===== src/rtl/uart_rx.sv =====
// -----------------------------------------------------------------------------
// uart_rx
//   8N1-style UART receiver. Takes the oversample strobe from the baud
//   generator, recovers frames from the asynchronous rx line and presents each
//   received word through a one-entry valid/ready holding register. A
//   per-word framing-error flag and a sticky overrun flag go with the word.
//
// Parameters
//   Oversample  rxTick strobes per bit period (power of 2, >= 4)
//   DataBits    data bits per frame, LSB first, no parity
//   SyncStages  flip-flops in the rxIn synchronizer (>= 2)
//
// Ports
//   clk        in   system clock
//   nReset     in   asynchronous active-low reset
//   syncReset  in   synchronous reset, same effect as nReset
//   rxTick     in   oversample strobe, one clk wide
//   rxIn       in   asynchronous serial line, idles high
//   data       out  received word, held while valid
//   valid      out  data/frameErr hold a word not yet taken
//   ready      in   consumer takes the word when valid && ready
//   frameErr   out  stop bit of the held word was sampled 0
//   overrun    out  a completed frame was dropped (holding register full)
//   busy       out  receiver FSM is not idle
// -----------------------------------------------------------------------------
module uart_rx #(
   parameter int Oversample = 16,
   parameter int DataBits   = 8,
   parameter int SyncStages = 2
) (
   input  logic                clk,
   input  logic                nReset,
   input  logic                syncReset,
   input  logic                rxTick,
   input  logic                rxIn,
   output logic [DataBits-1:0] data,
   output logic                valid,
   input  logic                ready,
   output logic                frameErr,
   output logic                overrun,
   output logic                busy
);

   localparam int TW = $clog2(Oversample);
   localparam int BW = $clog2(DataBits + 1);

   localparam logic [TW-1:0] TICK_LAST = TW'(Oversample - 1);
   localparam logic [TW-1:0] TICK_HALF = TW'(Oversample / 2 - 1);
   localparam logic [BW-1:0] BIT_LAST  = BW'(DataBits - 1);

   typedef enum logic [1:0] {
      IDLE  = 2'd0,
      START = 2'd1,
      DATA  = 2'd2,
      STOP  = 2'd3
   } state_t;

   // ---------------------------------------------------------------------------
   // State
   // ---------------------------------------------------------------------------
   logic [SyncStages-1:0] sync_q;
   state_t                state_q,  state_d;
   logic [TW-1:0]         tick_q,   tick_d;
   logic [BW-1:0]         bit_q,    bit_d;
   logic [DataBits-1:0]   shift_q,  shift_d;
   logic [DataBits-1:0]   data_q,   data_d;
   logic                  valid_q,  valid_d;
   logic                  ferr_q,   ferr_d;
   logic                  ovr_q,    ovr_d;
   logic                  busy_q;

   logic                  rxS;
   logic                  complete;

   // Synchronized line: the FSM never looks at rxIn directly.
   assign rxS = sync_q[SyncStages-1];

   // ---------------------------------------------------------------------------
   // Receive FSM: moves only on rxTick cycles
   // ---------------------------------------------------------------------------
   always_comb begin
      state_d  = state_q;
      tick_d   = tick_q;
      bit_d    = bit_q;
      shift_d  = shift_q;
      complete = 1'b0;

      if (rxTick) begin
         unique case (state_q)
            IDLE: begin
               if (!rxS) begin
                  state_d = START;
                  tick_d  = '0;
               end
            end

            START: begin
               // Re-check the line half a bit after the falling edge so that a
               // short glitch does not start a frame.
               if (tick_q == TICK_HALF) begin
                  tick_d = '0;
                  if (rxS) begin
                     state_d = IDLE;
                  end else begin
                     state_d = DATA;
                     bit_d   = '0;
                  end
               end else begin
                  tick_d = tick_q + 1'b1;
               end
            end

            DATA: begin
               // Counter wraps naturally; each wrap point is mid-bit because
               // the count was re-zeroed at the middle of the start bit.
               tick_d = tick_q + 1'b1;
               if (tick_q == TICK_LAST) begin
                  shift_d = {rxS, shift_q[DataBits-1:1]};
                  bit_d   = bit_q + 1'b1;
                  if (bit_q == BIT_LAST) begin
                     state_d = STOP;
                     tick_d  = '0;
                  end
               end
            end

            STOP: begin
               // Finish at mid stop bit so a back-to-back start edge is seen.
               if (tick_q == TICK_LAST) begin
                  state_d  = IDLE;
                  tick_d   = '0;
                  complete = 1'b1;
               end else begin
                  tick_d = tick_q + 1'b1;
               end
            end

            default: begin
               state_d = IDLE;
            end
         endcase
      end
   end

   // ---------------------------------------------------------------------------
   // Holding register and handshake
   // ---------------------------------------------------------------------------
   always_comb begin
      data_d  = data_q;
      valid_d = valid_q;
      ferr_d  = ferr_q;
      ovr_d   = ovr_q;

      if (complete) begin
         // A take in the completion cycle frees the slot for the new word.
         if (!valid_q || ready) begin
            data_d  = shift_q;
            ferr_d  = !rxS;
            valid_d = 1'b1;
            ovr_d   = 1'b0;
         end else begin
            ovr_d = 1'b1;
         end
      end else if (valid_q && ready) begin
         valid_d = 1'b0;
         ovr_d   = 1'b0;
      end
   end

   // ---------------------------------------------------------------------------
   // Registers
   // ---------------------------------------------------------------------------
   always_ff @(posedge clk or negedge nReset) begin
      if (!nReset) begin
         sync_q  <= '1;
         state_q <= IDLE;
         tick_q  <= '0;
         bit_q   <= '0;
         shift_q <= '0;
         data_q  <= '0;
         valid_q <= 1'b0;
         ferr_q  <= 1'b0;
         ovr_q   <= 1'b0;
         busy_q  <= 1'b0;
      end else if (syncReset) begin
         sync_q  <= '1;
         state_q <= IDLE;
         tick_q  <= '0;
         bit_q   <= '0;
         shift_q <= '0;
         data_q  <= '0;
         valid_q <= 1'b0;
         ferr_q  <= 1'b0;
         ovr_q   <= 1'b0;
         busy_q  <= 1'b0;
      end else begin
         sync_q  <= {sync_q[SyncStages-2:0], rxIn};
         state_q <= state_d;
         tick_q  <= tick_d;
         bit_q   <= bit_d;
         shift_q <= shift_d;
         data_q  <= data_d;
         valid_q <= valid_d;
         ferr_q  <= ferr_d;
         ovr_q   <= ovr_d;
         busy_q  <= (state_d != IDLE);
      end
   end

   assign data     = data_q;
   assign valid    = valid_q;
   assign frameErr = ferr_q;
   assign overrun  = ovr_q;
   assign busy     = busy_q;

endmodule


===== config.mk =====
export PLATFORM = sky130hd
export DESIGN_NAME = uart_rx
export DESIGN_NICKNAME = d
export VERILOG_FILES = /design/src/rtl/uart_rx.sv
export SDC_FILE = /design/constraint.sdc
export NUM_CORES = 1
export LEC_CHECK = 0
export CAP_MARGIN = 20
export CELL_PAD_IN_SITES_DETAIL_PLACEMENT = 1
export CELL_PAD_IN_SITES_GLOBAL_PLACEMENT = 2
export CORE_ASPECT_RATIO = 0.7
export CORE_MARGIN = 2
export CORE_UTILIZATION = 37
export CTS_BUF_LIST = sky130_fd_sc_hd__clkbuf_4
export CTS_CLUSTER_SIZE = 20
export DETAILED_ROUTE_END_ITERATION = 10
export HOLD_SLACK_MARGIN = 0.08
export PLACE_DENSITY_LB_ADDON = 0.12
export SYNTH_ARGS = -nofsm -noshare
export SYNTH_HDL_FRONTEND = slang
export SYNTH_SLANG_ARGS = --single-unit

===== constraint.sdc =====
create_clock -name clk -period 2.2 [get_ports clk]
set_input_delay 0.22 -clock clk [delete_from_list [all_inputs] [get_ports clk]]
set_output_delay 0.22 -clock clk [all_outputs]
set_load 0.005 [all_outputs]

==> flow_metrics.tcl <==
set metrics [dict create \
    status "finished, final reports clean" \
    fillers 465 \
    initial_core_util_pct 39.7 \
    numCtsBuffers 5 \
    avgSynthCellArea_um2 10.3 \
    layout_setup_ws_ns 0.285 \
    floorplan.die.width_um 82.7 \
    drc 0 \
    finalPower_uw 1000 \
    fin_area_um2 1870 \
    fin_nets 182 \
    synth_top_area_share_pct 46.8 \
    cts_tree "yes" \
    drt-wirelength-per-cell_um 15.2 \
    final_layout_size_suffix_gt1_share_pct 13.7 \
    timing.setup.tns_ns 0 \
    ys_ff_latch 32 \
    cts_setup_buffers 0 \
    seq_area_frac_synth_pct 50.1 \
    synth_fp_nets 164 \
    finalSetupViolCount 0 \
    drv_slew 0 \
    layout_common_cells "dfrtp_1, clkdlybuf4s50_1, nand2_1, nor2_1, mux2i_1" \
    finClkSkew_ns 0.0196 \
    critPathCaptureType "flip-flop" \
    insertion_delay_ns 0.34 \
    hold_viol 0 \
    multi_input_area_um2 733 \
    arrival_ns 2.09 \
    cp_max_fo 16 \
    irDropWorstVdd_v 0.000339 \
    drtIter0Drc 56 \
    regArea_um2 803 \
    max_slew_margin_pct 55.3 \
    worstHoldPathType "in -> async" \
    cap_violations 0 \
    root_buffer "clkbuf_4" \
    grt_overflow 0 \
    ioPinCount 18 \
    grt_pass1_vias 1211 \
    gp_congestion 0.770 \
    port_buffers 17 \
    cts_sinks 32 \
    row_count 19 \
    grt_pass1_wl_mm 5.92 \
    grt_setup_unrepaired "false" \
    min_period_ns 1.91 \
    ys.flop_type "dfrtp_1" \
    grt_max_degree 33 \
    crit_type "reg -> reg" \
    yosys.area.top_type "dfrtp_1" \
    antenna_found_initial 0 \
    syn-instance-count 156 \
    ys_types 47 \
    ctsResizeCount 0 \
    synth-edff-count 0 \
    critPathLaunchType "flip-flop" \
    leakage_uw 0.000804 \
    powerDensity_nw_per_um2 536 \
    core_area_um2 4040 \
    required_ns 2.38 \
    clkTransAtPathRegs_ns 0.11 \
    ctsHoldBuffers 0 \
    antennaDiodeCount 0 \
    ant_nets 0 \
    vias 1192 \
    drt_first_pass_iters 4 \
    synth_area_leaders "dfrtp_1, mux2i_1, nand2b_1, nand2_1, dfstp_2" \
    clk_path_buf_depth 2 \
    vias_per_cell 5.25 \
    dpl.hpwl_mm 2.52 \
    r2r_slack_ns 0.29 \
    final_common_cell "dfrtp_1" \
    finalCritPeriodShare_pct 87.0 \
    dieArea_um2 4880 \
    dp_slack_ns 0.209 \
    h-tree-depth 2 \
    die_y_um 59.1 \
    drt-total-wl_mm 3.44 \
    async_reset_ff_share_pct 100 \
    syn-cell-area_um2 1600 \
    dpl_cell_area_um2 1810 \
    track_usage_pct 16.7 \
    yosysWarnings 0 \
    tightest_slew_ns 0.668 \
    clock.fmax_ghz 0.522 \
    synthToLayoutAreaGrowth_pct 16.5 \
]
[per-layer routing]
layer  track usage, %  vias up  part of all wire [%]
met5                0        -                     0
met4             5.62        0                   1.5
met3             5.34        7                   5.9
met2             23.0       28                    41
met1             24.7      573                    52
li1                 -      584                     -
[flip-flops by register name, summed over array words and instances (netlist names), 2 cells and up]
signal   count
data         8
shift_q      8
bit_q        4
tick_q       4
state_q      2
sync_q       2
[cell usage after synthesis (all sizes together), types with 2 or more instances]
cell type,instances
buf,7
dfstp,2
a21oi,3
nor2b,2
nand2,15
a31oi,2
dfrtp,30
nor2,13
nand3,4
inv,4
o21ai,12
nor3,4
ha,2
and3,3
nor4,2
clkbuf,2
or2,4
and3b,2
nand2b,10
a211oi,2
mux2i,12
a22o,2
[metrics by stage]
| stage | utilization (%) | hold slack [ns] | std cells |
|---|---|---|---|
| 6_report | 46.2 | 0.275 | 227 |
| 5_1_grt | 46.2 | 0.288 | 227 |
| 4_1_cts | 46.2 | 0.283 | 227 |
| 3_5_place_dp | 44.8 | 0.472 | 219 |
| 3_3_place_gp | 44.8 | 0.463 | 219 |
| 2_1_floorplan | - | -0.0756 | 156 |
[logic make-up (layout without fill, tap and decap cells)]
kind of cell / count (synthesis) / count (layout) / share of synthesized area [%]
buf+inv: 13 / 32 / 4.14
fa+ha+maj: 2 / 2 / 1.56
mux: 13 / 13 / 8.20
flops: 32 / 32 / 50.1
compound gates: 30 / 30 / 13.0
simple gates: 66 / 66 / 23.0
[layout make-up]
type / instances / share of cell area, %
tap: 52 / 3.49
sequential: 32 / 43.0
inverter: 4 / 0.804
timing repair buffer: 20 / 10.3
clock buffer: 7 / 2.82
multi-input combinational: 111 / 39.3
clock inverter: 1 / 0.268
[final timing paths]
kind                                start         to  cells after the start
worst min register to register    data[3]    data[3]                      2
worst max-delay path            tick_q[0]    data[1]                      4
worst min-delay path               nReset    data[7]                      2
worst max register to register  tick_q[0]    data[1]                      4
min in group clk                     rxIn  sync_q[0]                      2
max in group asynchronous          nReset  sync_q[0]                      2
[power breakdown]
part           total [µW]  internal, µW  switching, µW
Sequential            597           593           4.21
Combinational        60.7          24.5           36.1
Clock                 344           149            195
Total                1000           766            235
[critical path, cell delays in order, from the launching register on]
cell and delay [ns]:
dfrtp_1 0.43, ha_1 0.32, and3_1 0.28, a31oi_2 0.53, o21ai_0 0.20
Power figures use the tool's default switching activity.
